<file path="src/rtl/dcache_pkg.sv">
// Shared types and constants for the L1 data-cache controller.
// Tag entry layout is {valid, dirty, tag[22:0]}.
package dcache_pkg;

  localparam int TAG_W     = 23;
  localparam int IDX_W     = 4;
  localparam int LINE_W    = 256;
  localparam int WORD_W    = 32;
  localparam int OFF_W     = 5;
  localparam int ENT_W     = 25;
  localparam int VALID_BIT = 24;
  localparam int DIRTY_BIT = 23;

  typedef enum logic [2:0] {
    IDLE,
    MISS,
    WRITEBACK,
    READMISS,
    REFILL
  } state_t;

  function automatic logic [31:0] line_addr(
    input logic [TAG_W-1:0] tag,
    input logic [IDX_W-1:0] idx
  );
    return {tag, idx, {OFF_W{1'b0}}};
  endfunction

endpackage

</file>
<file path="src/rtl/dcache_word_mux.sv">
// Word select for loads and word insert for stores
// within one 256-bit cache line.
module dcache_word_mux
  import dcache_pkg::*;
(
  input  logic [LINE_W-1:0] line,
  input  logic [2:0]        sel,
  input  logic [WORD_W-1:0] wdata,
  output logic [WORD_W-1:0] rdata,
  output logic [LINE_W-1:0] merged
);

  logic [7:0] base;

  assign base = {sel, 5'b0};

  always_comb begin
    rdata  = line[base +: WORD_W];
    merged = line;
    merged[base +: WORD_W] = wdata;
  end

endmodule

</file>
<file path="src/rtl/dcache_ctrl.sv">
// 2-way L1 data-cache controller: hit, writeback, refill sequencing.
// Define DCACHE_STATS_EN to build the hit/miss statistics counters.
module dcache_ctrl
  import dcache_pkg::*;
(
  input  logic              clk_i,
  input  logic              rst_i,
  input  logic              cpu_req_i,
  input  logic              cpu_write_i,
  input  logic [31:0]       cpu_addr_i,
  input  logic [31:0]       cpu_data_i,
  output logic [31:0]       cpu_data_o,
  output logic              cpu_stall_o,
  output logic              sram_enable_o,
  output logic              sram_write_o,
  output logic [IDX_W-1:0]  sram_addr_o,
  output logic [ENT_W-1:0]  sram_tag_o,
  output logic [LINE_W-1:0] sram_data_o,
  input  logic [ENT_W-1:0]  sram_tag_i,
  input  logic [LINE_W-1:0] sram_data_i,
  input  logic              sram_hit_i,
  output logic              mem_enable_o,
  output logic              mem_write_o,
  output logic [31:0]       mem_addr_o,
  output logic [LINE_W-1:0] mem_data_o,
  input  logic [LINE_W-1:0] mem_data_i,
  input  logic              mem_ack_i,
  output logic [31:0]       hit_cnt_o,
  output logic [31:0]       miss_cnt_o
);

  state_t state, nxt;

  logic [TAG_W-1:0]  tag;
  logic [IDX_W-1:0]  idx;
  logic [TAG_W-1:0]  vtag;
  logic [LINE_W-1:0] vline;
  logic [LINE_W-1:0] merged;
  logic              unused;

  assign tag    = cpu_addr_i[31:9];
  assign idx    = cpu_addr_i[8:5];
  assign unused = ^cpu_addr_i[1:0];

  dcache_word_mux u_mux (
    .line   (sram_data_i),
    .sel    (cpu_addr_i[4:2]),
    .wdata  (cpu_data_i),
    .rdata  (cpu_data_o),
    .merged (merged)
  );

  always_ff @(posedge clk_i or posedge rst_i) begin
    if (rst_i) begin
      state <= IDLE;
      vtag  <= '0;
      vline <= '0;
    end else begin
      state <= nxt;
      if (state == MISS) begin
        vtag  <= sram_tag_i[TAG_W-1:0];
        vline <= sram_data_i;
      end
    end
  end

  always_comb begin
    nxt          = state;
    sram_write_o = 1'b0;
    sram_tag_o   = '0;
    sram_data_o  = '0;
    mem_enable_o = 1'b0;
    mem_write_o  = 1'b0;
    mem_addr_o   = line_addr(tag, idx);
    unique case (state)
      IDLE: begin
        if (cpu_req_i) begin
          if (!sram_hit_i) begin
            nxt = MISS;
          end else if (cpu_write_i) begin
            sram_write_o = 1'b1;
            sram_tag_o   = {1'b1, 1'b1, tag};
            sram_data_o  = merged;
          end
        end
      end
      MISS: begin
        if (sram_tag_i[VALID_BIT] && sram_tag_i[DIRTY_BIT])
          nxt = WRITEBACK;
        else
          nxt = READMISS;
      end
      WRITEBACK: begin
        mem_enable_o = 1'b1;
        mem_write_o  = 1'b1;
        mem_addr_o   = line_addr(vtag, idx);
        if (mem_ack_i) nxt = READMISS;
      end
      READMISS: begin
        mem_enable_o = 1'b1;
        if (mem_ack_i) begin
          sram_write_o = 1'b1;
          sram_tag_o   = {1'b1, 1'b0, tag};
          sram_data_o  = mem_data_i;
          nxt          = REFILL;
        end
      end
      REFILL: nxt = IDLE;
      default: nxt = IDLE;
    endcase
  end

  assign sram_enable_o = sram_write_o;
  assign sram_addr_o   = idx;
  assign mem_data_o    = vline;
  assign cpu_stall_o   = cpu_req_i &
                         ((state != IDLE) | !sram_hit_i);

`ifdef DCACHE_STATS_EN
  logic [31:0] hits;
  logic [31:0] misses;
  logic        refilled;

  // a hit right after a refill finishes a miss, not a new hit
  always_ff @(posedge clk_i or posedge rst_i) begin
    if (rst_i) begin
      hits     <= '0;
      misses   <= '0;
      refilled <= 1'b0;
    end else begin
      if (state == IDLE && cpu_req_i) begin
        if (sram_hit_i) begin
          if (!refilled && hits != 32'hFFFF_FFFF)
            hits <= hits + 32'd1;
          refilled <= 1'b0;
        end else if (misses != 32'hFFFF_FFFF) begin
          misses <= misses + 32'd1;
        end
      end
      if (state == REFILL) refilled <= 1'b1;
    end
  end

  assign hit_cnt_o  = hits;
  assign miss_cnt_o = misses;
`else
  assign hit_cnt_o  = '0;
  assign miss_cnt_o = '0;
`endif

endmodule

</file>
<file path="config.mk">
export PLATFORM = sky130hd
export DESIGN_NAME = dcache_ctrl
export DESIGN_NICKNAME = d
export VERILOG_FILES = /design/src/rtl/dcache_pkg.sv /design/src/rtl/dcache_word_mux.sv /design/src/rtl/dcache_ctrl.sv
export SDC_FILE = /design/constraint.sdc
export NUM_CORES = 1
export LEC_CHECK = 0
export BUFFER_PORTS_ARGS = -buffer_cell sky130_fd_sc_hd__buf_2
export CORE_AREA = 2 2 506 508
export CTS_BUF_LIST = sky130_fd_sc_hd__clkbuf_8
export CTS_CLUSTER_DIAMETER = 200
export CTS_CLUSTER_SIZE = 8
export DETAILED_ROUTE_END_ITERATION = 8
export DIE_AREA = 0 0 508 510
export GPL_TIMING_DRIVEN = 0
export PLACE_DENSITY_LB_ADDON = 0.08
export SYNTH_ARGS = -nofsm -noshare
export SYNTH_HDL_FRONTEND = slang
export SYNTH_HIERARCHICAL = 1
export SYNTH_SLANG_ARGS = --single-unit
</file>
<file path="constraint.sdc">
create_clock -name clk_i -period 16 [get_ports clk_i]
set_input_delay 3.2 -clock clk_i [delete_from_list [all_inputs] [get_ports clk_i]]
set_output_delay 3.2 -clock clk_i [all_outputs]
set_load 0.005 [all_outputs]
</file>
==> qor.yml <==
status:
  status: "finished with violations"
  violations: "capacitance limit, slew limit"
timing:
  slew_violations: 11
  fin_hold_ws_ns: 0.5021
  post-route-period-util_pct: 68.31
  timing.fmax_mhz: 91.49
  fin_tns_setup_ns: 0
  relSlewSlack_pct: -1.788
  hold_viol: 0
  setup_violations: 0
  worst_pin_slew_ns: 1.527
  skew_ns: 0.01636
  timing.final.ws_setup_ns: 5.070
  rsz0062_at_grt: "false"
  post-route-min-period_ns: 10.93
placed_design:
  dp_worst_setup_slack_ns: 4.908
  globalplace.congestion: 0.7713
  dp_hpwl_um: 193900
  place_area_um2: 30180
  io_buffer_count: 1203
final_layout:
  fill_cells: 29321
  regArea_um2: 7057
  multi_input_area_um2: 11120
  layout_commonest_cell: "buf_2"
  drive_above_1_share_pct: 70.38
  stdcell_area_um2: 30850
  fin_nets: 3474
  final_cell_mix: "buf_2, mux2_2, dfrtp_1"
  area_growth_pct: 59.10
clocking:
  cts_max_level: 2
  insertion_delay_ns: 0.74
  cts.sinks: 282
  clk_pin_slew_ns: 0.06
  cts_resized: 0
  cts_tree: "yes"
  clock_path_buffers: 3
  cts-hold-fix-buffers: 0
  cts_root_buf: "clkbuf_8"
  postCtsSetupBuffers: 0
  cts_made_buffers: 41
yosys:
  synth_top_family_by_area: "multiplexers"
  yosys.area_share.adder_pct: 0.1936
  ys_ff_latch: 282
  yosys_warnings: 6
  ys_types: 39
  yosys.area_share.simple_pct: 3.516
  synthMuxAreaShare_pct: 40.42
  synth_xor_area_share_pct: 0
  syn_inst: 1538
  syn_avg_cell_area_um2: 12.61
  yosysSeqAreaShare_pct: 36.39
  syn-cell-area_um2: 19390
  synth-compound-area-share_pct: 11.88
global_route:
  grt_max_degree: 84
  grt_use_total_pct: 17.70
  antenna_found_initial: 123
  grt_pass1_wl_um: 286800
  grt_pass1_vias: 21602
  grt_overflow: 0
power:
  power.leakage_uw: 0.01417
  p_total_uw: 4597
  p_per_area_nw_per_um2: 149.0
  ir_drop_uv: 46.64
route:
  antenna_left: 0
  drc: 0
  vias: 19974
  wirelength_um: 237400
  firstDrtPassIters: 5
  vias_per_cell: 3.191
  wl_per_cell_um: 37.93
  drt_iter0_drc: 867
floorplanning:
  die_area_um2: 259100
  rows: 185
  die_y_um: 510
  pin_count: 1281
  initial_core_util_pct: 7.651
  die-width_um: 508
  core_um2: 253500
critical_path:
  slowest_delay_ns: 0.90
  cp_data_required_time_ns: 12.80
  cp_max_fo: 10
  path_cells: "buf_2 -> buf_2 -> buf_2 -> inv_1 -> ha_1 -> ha_1 -> nor3_2 -> buf_4 -> mux2_2 -> a22o_1 -> buf_2"
  critPathSlowestCell: "buf_2"
  worst-endpoint-arrival_ns: 7.73
  path_class: "input port to primary output"
  cp_common_cell: "buf_2"
  rrSetupSlack_ns: 12.63
  startpoint_type: "input port"
  critPathCaptureType: "primary output"
run:
  drv_cap: 1
worst_hold_path:
  hp-class: "register to register"
==> per-stage QoR <==
step	util (%)	cells
after global placement	11.79	6175
after detailed placement	11.91	6187
final	12.17	6259
after floorplan	-	1606
after CTS	12.15	6232
after global routing	12.15	6236
==> Yosys cell counts <==
cell,instances,area (um2)
nor4b_2,1,15.01
buf_4,101,758.2
ha_1,3,37.54
nor2_2,1,6.260
o21ba_4,1,16.27
and2b_1,1,7.510
and2_1,24,150.1
or4b_4,1,13.76
buf_2,60,300.3
and3_1,2,12.51
mux2_2,452,5090
conb_1,1,3.750
inv_1,3,11.26
mux2_4,30,450.4
o21bai_1,1,7.510
nor2_8,1,20.02
clkbuf_4,1,7.510
nand3_2,1,10.01
a22o_1,256,2242
mux4_2,64,1441
nand3b_1,1,7.510
nand2_1,99,371.6
o22ai_2,1,12.51
mux2_1,76,855.8
nor2_1,2,7.510
clkbuf_1,32,120.1
or3b_2,1,8.760
buf_6,23,259.0
nor2b_1,3,18.77
dfrtp_1,282,7057
nor3_2,1,10.01
a221oi_1,1,8.760
o21ai_0,1,5.000
nand2b_1,2,12.51
nand3_1,2,10.01
a21oi_1,1,5.000
clkinv_1,1,3.750
buf_1,3,11.26
a31oi_1,1,6.260
==> worst paths after layout <==
kind                            startpoint                to  depth (start not counted)
max in group asynchronous            rst_i          vtag[19]                          3
hold / removal             mem_data_o[200]   mem_data_o[200]                          1
setup reg to reg                  state[2]    mem_data_o[34]                          5
hold reg to reg            mem_data_o[200]   mem_data_o[200]                          1
min in group asynchronous            rst_i   mem_data_o[115]                          2
setup / recovery             cpu_addr_i[3]  sram_data_o[241]                         11
==> worst max-delay path: cells and delay by family <==
family	cells	cell delay [ns]
buffers and inverters	6	2.31
AOI/OAI and AO/OA	1	0.35
muxes	1	0.38
and+or+nand+nor	1	0.80
adders and majority gates	2	0.58
==> cell families (layout without fill, tap and decap cells) <==
group	Yosys count	in the layout
compound gates	263	263
flops	282	282
mux	622	622
other cells	1	96
buf+inv	224	1484
simple gates	143	143
fa+ha+maj	3	3
==> flip-flops by register name, summed over array words and instances, names as in the netlist <==
name and count:
mem_data_o 256, state 3, vtag 23
==> metal layers <==
layer	vias to the layer above	GRT usage (%)	share of wire (%)
li1	8387	-	-
met5	-	0	0.13
met3	233	5.561	7.5
met4	50	2.695	1.5
met2	1105	32.29	51
met1	10199	20.38	40
==> where the power goes <==
group	switching, uW	total [uW]	internal (uW)	leakage, uW
combinational	1600	2690	1090	0.0105
clock	390	629	239	0.000314
sequential	191	1280	1090	0.00332
total	2180	4600	2420	0.0142
==> cell type report <==
cell class,instances,share of cell area (%)
Timing Repair Buffer,1215,20.39
Sequential cell,282,22.87
Clock buffer,43,1.918
Inverter,4,0.07300
Antenna cell,27,0.2190
Multi-Input combinational cell,1100,36.04
Clock inverter,2,0.05272
Buffer,220,4.785
Tap cell,3366,13.65
Note: power is estimated with default switching activity, not from simulation.
